[src/rtl/pipeline_sequencer.sv]
// pipeline_sequencer
// Central stall/flush sequencer for the 5-stage pipeline. Merges the load-use
// stall, the EX-stage branch flush and the multi-cycle data-memory handshake
// into per-stage enables and bubble/flush controls. Also runs the post-reset
// fill sequence, a memory-wait watchdog and saturating stall/flush counters.
module pipeline_sequencer #(
   parameter int FILL_CYCLES = 4,
   parameter int TIMEOUT     = 64,
   parameter int CNT_W       = 32
) (
   input  logic             Clk,
   input  logic             Reset,
   input  logic             Hazard_Stall,
   input  logic             Branch_Taken,
   input  logic             Mem_Req,
   input  logic             Mem_Ready,
   output logic             PC_En,
   output logic             IFID_En,
   output logic             IFID_Flush,
   output logic             IDEX_Flush,
   output logic             EXMEM_En,
   output logic             MEMWB_En,
   output logic             Busy,
   output logic             Mem_Timeout,
   output logic [CNT_W-1:0] Stall_Count,
   output logic [CNT_W-1:0] Flush_Count
);

   // Counter widths: fill counter holds 0..FILL_CYCLES-1, wait counter 0..TIMEOUT-1.
   localparam int FILL_W = (FILL_CYCLES > 1) ? $clog2(FILL_CYCLES) : 1;
   localparam int WAIT_W = (TIMEOUT > 1) ? $clog2(TIMEOUT) : 1;

   localparam logic [FILL_W-1:0] FILL_LAST = FILL_W'(FILL_CYCLES - 1);
   localparam logic [WAIT_W-1:0] WAIT_LAST = WAIT_W'(TIMEOUT - 1);
   localparam logic [CNT_W-1:0]  CNT_MAX   = {CNT_W{1'b1}};

   // FSM encoding
   localparam logic [1:0] ST_INIT = 2'd0;
   localparam logic [1:0] ST_RUN  = 2'd1;
   localparam logic [1:0] ST_WAIT = 2'd2;

   logic [1:0]        state_r;
   logic [1:0]        state_nxt_s;
   logic [FILL_W-1:0] fill_cnt_r;
   logic [WAIT_W-1:0] wait_cnt_r;
   logic              timeout_r;
   logic [CNT_W-1:0]  stall_cnt_r;
   logic [CNT_W-1:0]  flush_cnt_r;

   // Per-cycle action qualifiers
   logic freeze_s;     // full pipeline freeze (memory not ready)
   logic decode_s;     // branch/hazard/normal decode applies this cycle
   logic abort_s;      // watchdog expiry: release without counting a stall
   logic branch_s;
   logic hazard_s;
   logic stall_inc_s;
   logic flush_inc_s;

   // Next-state selection and classification of the current cycle
   always_comb begin
      state_nxt_s = state_r;
      freeze_s    = 1'b0;
      decode_s    = 1'b0;
      abort_s     = 1'b0;
      case (state_r)
         ST_INIT: begin
            if (fill_cnt_r == FILL_LAST) begin
               state_nxt_s = ST_RUN;
            end else begin
               state_nxt_s = ST_INIT;
            end
         end
         ST_RUN: begin
            // A request with Ready in the same cycle is a single-cycle access.
            if (Mem_Req && !Mem_Ready) begin
               freeze_s    = 1'b1;
               state_nxt_s = ST_WAIT;
            end else begin
               decode_s    = 1'b1;
               state_nxt_s = ST_RUN;
            end
         end
         ST_WAIT: begin
            // Mem_Req is don't-care here: the access in flight is still the old one.
            if (Mem_Ready) begin
               decode_s    = 1'b1;
               state_nxt_s = ST_RUN;
            end else if (wait_cnt_r == WAIT_LAST) begin
               decode_s    = 1'b1;
               abort_s     = 1'b1;
               state_nxt_s = ST_RUN;
            end else begin
               freeze_s    = 1'b1;
               state_nxt_s = ST_WAIT;
            end
         end
         default: begin
            // Unreachable encoding: recover through the fill sequence.
            state_nxt_s = ST_INIT;
         end
      endcase
   end

   // Branch wins over the load-use stall: the ID-stage instruction is wrong-path.
   assign branch_s    = decode_s & Branch_Taken;
   assign hazard_s    = decode_s & ~Branch_Taken & Hazard_Stall;
   assign stall_inc_s = freeze_s | (hazard_s & ~abort_s);
   assign flush_inc_s = branch_s;

   // Stage enables and bubble/flush controls, zero latency from the requests
   always_comb begin
      PC_En      = 1'b0;
      IFID_En    = 1'b0;
      IFID_Flush = 1'b0;
      IDEX_Flush = 1'b0;
      EXMEM_En   = 1'b0;
      MEMWB_En   = 1'b0;
      if (freeze_s) begin
         PC_En      = 1'b0;
      end else if (branch_s) begin
         PC_En      = 1'b1;
         IFID_En    = 1'b1;
         IFID_Flush = 1'b1;
         IDEX_Flush = 1'b1;
         EXMEM_En   = 1'b1;
         MEMWB_En   = 1'b1;
      end else if (hazard_s) begin
         IDEX_Flush = 1'b1;
         EXMEM_En   = 1'b1;
         MEMWB_En   = 1'b1;
      end else if (decode_s) begin
         PC_En      = 1'b1;
         IFID_En    = 1'b1;
         EXMEM_En   = 1'b1;
         MEMWB_En   = 1'b1;
      end else begin
         // INIT (or unreachable state): hold everything flushed.
         IFID_Flush = 1'b1;
         IDEX_Flush = 1'b1;
      end
   end

   assign Busy        = (state_r != ST_RUN);
   assign Mem_Timeout = timeout_r;
   assign Stall_Count = stall_cnt_r;
   assign Flush_Count = flush_cnt_r;

   // State register plus fill and memory-wait counters
   always_ff @(posedge Clk or posedge Reset) begin
      if (Reset) begin
         state_r    <= ST_INIT;
         fill_cnt_r <= {FILL_W{1'b0}};
         wait_cnt_r <= {WAIT_W{1'b0}};
      end else begin
         state_r <= state_nxt_s;
         if (state_r == ST_INIT) begin
            fill_cnt_r <= fill_cnt_r + FILL_W'(1);
         end else begin
            fill_cnt_r <= {FILL_W{1'b0}};
         end
         if (state_r == ST_RUN) begin
            wait_cnt_r <= {WAIT_W{1'b0}};
         end else if (freeze_s) begin
            wait_cnt_r <= wait_cnt_r + WAIT_W'(1);
         end else begin
            wait_cnt_r <= wait_cnt_r;
         end
      end
   end

   // Sticky watchdog flag and saturating performance counters
   always_ff @(posedge Clk or posedge Reset) begin
      if (Reset) begin
         timeout_r   <= 1'b0;
         stall_cnt_r <= {CNT_W{1'b0}};
         flush_cnt_r <= {CNT_W{1'b0}};
      end else begin
         timeout_r <= timeout_r | abort_s;
         if (stall_inc_s && (stall_cnt_r != CNT_MAX)) begin
            stall_cnt_r <= stall_cnt_r + CNT_W'(1);
         end else begin
            stall_cnt_r <= stall_cnt_r;
         end
         if (flush_inc_s && (flush_cnt_r != CNT_MAX)) begin
            flush_cnt_r <= flush_cnt_r + CNT_W'(1);
         end else begin
            flush_cnt_r <= flush_cnt_r;
         end
      end
   end

endmodule

[config.mk]
export PLATFORM = sky130hd
export DESIGN_NAME = pipeline_sequencer
export DESIGN_NICKNAME = d
export VERILOG_FILES = /design/src/rtl/pipeline_sequencer.sv
export SDC_FILE = /design/constraint.sdc
export NUM_CORES = 1
export LEC_CHECK = 0
export CAP_MARGIN = 25
export CORE_MARGIN = 1
export CORE_UTILIZATION = 56
export DETAILED_ROUTE_END_ITERATION = 10
export PLACE_DENSITY = 0.87
export SYNTH_ARGS = -nofsm -noshare
export SYNTH_HDL_FRONTEND = slang
export SYNTH_SLANG_ARGS = --single-unit
[constraint.sdc]
create_clock -name Clk -period 3.5 [get_ports Clk]
set_input_delay 0.7 -clock Clk [delete_from_list [all_inputs] [get_ports Clk]]
set_output_delay 0.7 -clock Clk [all_outputs]
set_load 0.005 [all_outputs]
==> impl_metrics.yaml, run 1 <==
drt:
  drt_wl_total_mm: 8.80
  drcViolationCount: 0
  wire_per_inst_um: 15.9
  num_vias: 3138
  first_pass_iters: 4
  drt_iter0_markers: 192
  antenna_left: 0
  via_per_inst: 5.66
cells_and_area:
  fillCellCount: 498
  final_nets: 467
  area.growth.synth_to_final_pct: 26.2
  drive_above_1_share_pct: 11.1
  n_antenna_cell: 0
floorplanning:
  start_util_pct: 58.5
  row_count: 30
  die_height_um: 86.5
  io_pins: 78
  core_mm2: 0.00683
  dieArea_mm2: 0.00748
  die_w_um: 86.5
clock_network:
  clkTransAtPathRegs_ns: 0.07
  cts-buffers-inserted: 9
  tritoncts: "built"
  cts_hold_buf: 0
  postCtsSetupBuffers: 0
  cts.sinks: 75
  cts.repair.resized: 0
  clockBufferDepth: 2
  clock_latency_ns: 0.35
  htree_levels: 3
  cts_root_buffer: "clkbuf_8"
logic_synthesis:
  async_flop_share_pct: 100
  synth_top_cell_area_share_pct: 47.0
  synth_top_cell_by_area: "dfrtp_1"
  syn_inst: 371
  syn_avg_cell_area_um2: 10.8
  ys_ff_latch: 75
  yosysSeqAreaShare_pct: 47.0
  syn-num-nets: 385
  syn_area_mm2: 0.00400
  synth_edf_count: 0
  synthTopCellsByArea: "dfrtp_1 (47%), xnor2_1 (12%), nand4_1 (5.2%)"
  yosys-top-cells-count: "dfrtp_1 (75), xnor2_1 (56), nand3_1 (34)"
  yosys_warnings: 0
  yosysUniqueCellTypes: 45
  ys.flop_type: "dfrtp_1"
  synth.most_common_cell: "dfrtp_1"
pwr:
  max-vdd-ir-drop_v: 0.000347
  powerDensity_mw_per_mm2: 418
  p_leak_nw: 2.05
  fin_total_pwr_w: 0.00211
critical_path:
  cp-start-kind: "primary input"
  required_ns: 2.80
  cp-end-kind: "output pin"
  worstReg2RegEnd: "Stall_Count[22]"
  r2r_cells: 8
  worstSetupPathType: "in -> out"
  r2r_slack_ns: 0.90
  critical_path_arrival_ns: 2.55
  crit_fanout: 5
  regToRegStartpoint: "state_r[0]"
sta:
  setup_tns_ns: 0
  slew_headroom_pct: 54.0
  fin_crit_ns: 3.25
  fin_skew_ns: 0.0102
  period_share_pct: 92.8
  worst_pin_slew_ns: 0.690
  max_freq_mhz: 308
  finalSetupViolCount: 0
  hold_viol: 0
  finalMaxSlewViolations: 0
  rsz0062_at_grt: "false"
global_routing:
  grt_pass1_vias: 3041
  grt_pass1_wl_mm: 14.6
  grt_max_degree: 48
  antenna_found_initial: 0
  grt_overflow: 0
  track_usage_pct: 25.1
run_status:
  outcome: "finished clean"
place:
  place_congestion: 0.822
  io_buffers: 77
  hpwl_mm: 6.17
min_path:
  holdPathStages: 1
  hold-path-endpoint: "fill_cnt_r[0]"
  hold_class: "reg -> reg"
  min_from: "fill_cnt_r[0]"
job:
  maxCapViolCount: 0
## through the flow
stage	area, um2	utilization (%)	setup slack [ns]	hold slack (ns)	instances
2_1_floorplan	4000	-	0.890	0.409	371
3_3_place_gp	4850	71.0	0.231	0.423	538
3_5_place_dp	4850	71.0	0.243	0.439	538
4_1_cts	5040	73.8	0.243	0.450	554
5_1_grt	5040	73.8	0.105	0.472	554
6_report	5040	73.8	0.252	0.444	554
## cell type report
class / instances / area (um2) / area share (%)
sequential: 75 / 1880 / 37.2
clock buffer: 9 / 124 / 2.46
tap: 96 / 120 / 2.38
timing repair buffer: 83 / 828 / 16.4
multi-input combinational: 273 / 1980 / 39.3
inverter: 11 / 41.3 / 0.819
clock inverter: 7 / 68.8 / 1.36
## where the power goes
part | leakage, nW | switching [W] | internal [W]
clock network | 0.0950 | 0.000334 | 0.000327
logic | 0.925 | 0.000218 | 0.000236
registers | 1.03 | 0.0000673 | 0.000928
## flip-flops by register name, summed over array words and instances (netlist names)
signal and cells:
Flush_Count 32, Mem_Timeout 1, wait_cnt_r 6, fill_cnt_r 2, state_r 2, Stall_Count 32
## worst max-delay path by stage
stage | startpoint | end | slack (ns) | depth (start not counted)
after detailed placement | Mem_Ready | IDEX_Flush | 0.24 | 7
final | Mem_Ready | IDEX_Flush | 0.25 | 7
after CTS | Mem_Ready | IDEX_Flush | 0.24 | 7
after global placement | Mem_Req | IFID_En | 0.23 | 6
after floorplan | Reset | Flush_Count[0] | 0.89 | 1
after global routing | Mem_Req | IFID_En | 0.11 | 6
## worst max-delay path, stage by stage
cell and delay [ns]:
clkdlybuf4s50_1 0.58, nand2b_1 0.16, a22oi_1 0.08, and2_1 0.19
o31a_1 0.25, a21o_1 0.15, clkdlybuf4s50_1 0.43
## cells in the final DEF, fill, tap and decap left out, types with 3 or more instances in the layout
cell type and count:
nor2b_1 3, nand2b_1 3, buf_4 5, and3_1 15
inv_1 10, a21oi_1 5, clkinv_2 3, xor2_1 11
nor4_1 5, nor3_1 10, clkbuf_8 9, nand4_1 33
and4_1 7, nand2_1 22, nand4b_1 4, and3_2 4
ha_1 8, nand3_2 6, and2_1 9, dfrtp_1 75
clkdlybuf4s50_1 77, nand3_1 34, nor2_1 14, xnor2_1 56
nor3b_2 3
## kinds of logic after synthesis
group                    after synthesis  share of synthesized area, %
XOR/XNOR                              67                          14.7
buffers and inverters                 23                          3.41
adder cells (fa/ha/maj)                8                          2.50
flip-flops                            75                          47.0
multiplexers                           2                         0.657
AND/OR/NAND/NOR                      182                          28.3
AO/OA/AOI/OAI                         14                          3.48
## routing by layer
layer | wire length, um | up-vias | global-route usage, %
met5 | 0 | - | 0
met4 | 154 | 0 | 9.55
met3 | 426 | 17 | 4.86
met2 | 4280 | 81 | 41.1
met1 | 3940 | 1550 | 33.2
li1 | - | 1490 | -
(Power assumes the default switching activity.)
==> run 2, diff against run 1 <==
--- a/config.mk
+++ b/config.mk
@@ -9,7 +9,8 @@
 export CORE_MARGIN = 1
 export CORE_UTILIZATION = 56
 export DETAILED_ROUTE_END_ITERATION = 10
-export PLACE_DENSITY = 0.87
+export MAX_ROUTING_LAYER = met4
+export PLACE_DENSITY = 0.85
 export SYNTH_ARGS = -nofsm -noshare
 export SYNTH_HDL_FRONTEND = slang
 export SYNTH_SLANG_ARGS = --single-unit
==> run 2 against run 1 <==
  * Worst setup slack worse by 0.029 ns
  * Clock skew up 0.0043 ns
  * First-iteration DRC count up 1.0%
  * Fmax down 0.87%
  * Flip-flop and latch count unchanged
  * Critical path type unchanged
==> impl_metrics.yaml, run 2 (synthesis results as in run 1) <==
cells_and_area:
  final_common_cell: "clkdlybuf4s50_1"
  area.growth.synth_to_final_pct: 26.7
  seqCellArea_mm2: 0.00188
  final_area_mm2: 0.00506
  drive_above_1_share_pct: 10.9
  final_nets: 467
  multi_input_area_mm2: 0.00198
  utilization_pct: 74.1
  n_antenna_cell: 0
  layout_common_cells: "clkdlybuf4s50_1 (77), dfrtp_1 (75), xnor2_1 (56)"
  fillCellCount: 486
critical_path:
  crit_top_cell: "clkdlybuf4s50_1"
  required_ns: 2.80
  slowest_stage: "clkdlybuf4s50_1"
  crit_family: "buffers and inverters"
  cp_slowest_stage_delay_ns: 0.58
  worstSetupPathType: "in -> out"
  cp-start-kind: "primary input"
  path_cells: "clkdlybuf4s50_1, nand2b_1, a22oi_1, and2_1, o31a_1, a21o_1, clkdlybuf4s50_1"
  cp-end-kind: "output pin"
  crit_fanout: 5
  crit_buf_inv: 2
  critical_path_arrival_ns: 2.58
sta:
  fin_skew_ns: 0.0145
  max_freq_mhz: 305
  finalSetupViolCount: 0
  rsz0062_at_grt: "false"
  slew_headroom_pct: 37.3
  fin_worst_hold_slack_ns: 0.448
  period_share_pct: 93.6
  hold_viol: 0
  fin_crit_ns: 3.28
  finalMaxSlewViolations: 0
  setup_tns_ns: 0
  worst_pin_slew_ns: 0.941
place:
  place_area_mm2: 0.00484
  place_congestion: 0.834
  io_buffers: 77
  hpwl_mm: 6.08
global_routing:
  grt_max_degree: 76
  track_usage_pct: 26.9
  grt_pass1_wl_mm: 15.2
  grt_pass1_vias: 3086
  antenna_found_initial: 0
  grt_overflow: 0
floorplanning:
  core_mm2: 0.00683
  die_height_um: 86.5
  row_count: 30
  start_util_pct: 58.5
  io_pins: 78
  dieArea_mm2: 0.00748
  die_w_um: 86.5
clock_network:
  clkTransAtPathRegs_ns: 0.07
  tritoncts: "built"
  postCtsSetupBuffers: 0
  clock_latency_ns: 0.35
  clockBufferDepth: 2
  cts_root_buffer: "clkbuf_8"
  cts-buffers-inserted: 9
  cts_hold_buf: 0
  cts.sinks: 75
  htree_levels: 3
  cts.repair.resized: 0
pwr:
  powerDensity_mw_per_mm2: 437
  max-vdd-ir-drop_v: 0.000300
  p_leak_nw: 2.07
drt:
  first_pass_iters: 5
  antenna_left: 0
  wire_per_inst_um: 16.4
  via_per_inst: 5.80
  drt_iter0_markers: 194
  drt_wl_total_mm: 9.07
  num_vias: 3214
  drcViolationCount: 0
run_status:
  outcome: "finished clean"
job:
  maxCapViolCount: 0
min_path:
  hold_class: "reg -> reg"
-- run 2: power breakdown --
part,internal [W],leakage [nW],switching [W]
Combinational,0.000237,0.921,0.000225
Clock,0.000440,0.113,0.000315
Sequential,0.000929,1.03,0.0000675
-- run 2: final timing paths --
kind | from | to | slack [ns] | cells after the start
worst max-delay path | Mem_Ready | IDEX_Flush | 0.22 | 7
worst min-delay path | fill_cnt_r[0] | fill_cnt_r[0] | 0.45 | 1
worst max register to register | Stall_Count[3] | Stall_Count[1] | 0.99 | 5
worst min register to register | fill_cnt_r[0] | fill_cnt_r[0] | 0.45 | 1
max in group asynchronous | Reset | Flush_Count[8] | 1.93 | 3
min in group asynchronous | Reset | Stall_Count[2] | 0.97 | 3
-- run 2: per-stage QoR --
stage          instances  power [W]  setup slack [ns]
2_1_floorplan        371    0.00127             0.890
3_3_place_gp         538    0.00144             0.296
3_5_place_dp         538    0.00147             0.223
4_1_cts              554    0.00222             0.217
5_1_grt              554    0.00232             0.131
6_report             554    0.00221             0.224
-- run 2: routing by layer --
metal	routed length, um	track usage (%)
met5	0	-
met4	133	11.1
met3	455	4.48
met2	4390	41.7
met1	4100	35.4
-- run 2: final cells by class --
cell class,count,area share [%]
inverter,11,0.815
sequential,75,37.1
timing repair buffer,83,16.1
multi-input combinational,273,39.2
clock inverter,4,1.43
clock buffer,12,3.06
tap,96,2.37
==> run 3, diff against run 2 <==
--- a/config.mk
+++ b/config.mk
@@ -11,6 +11,7 @@
 export DETAILED_ROUTE_END_ITERATION = 10
 export MAX_ROUTING_LAYER = met4
 export PLACE_DENSITY = 0.85
+export SKIP_LAST_GASP = 1
 export SYNTH_ARGS = -nofsm -noshare
 export SYNTH_HDL_FRONTEND = slang
 export SYNTH_SLANG_ARGS = --single-unit
==> results of run 3 <==
No change in the layout: final DEF, timing and power equal those of run 2.
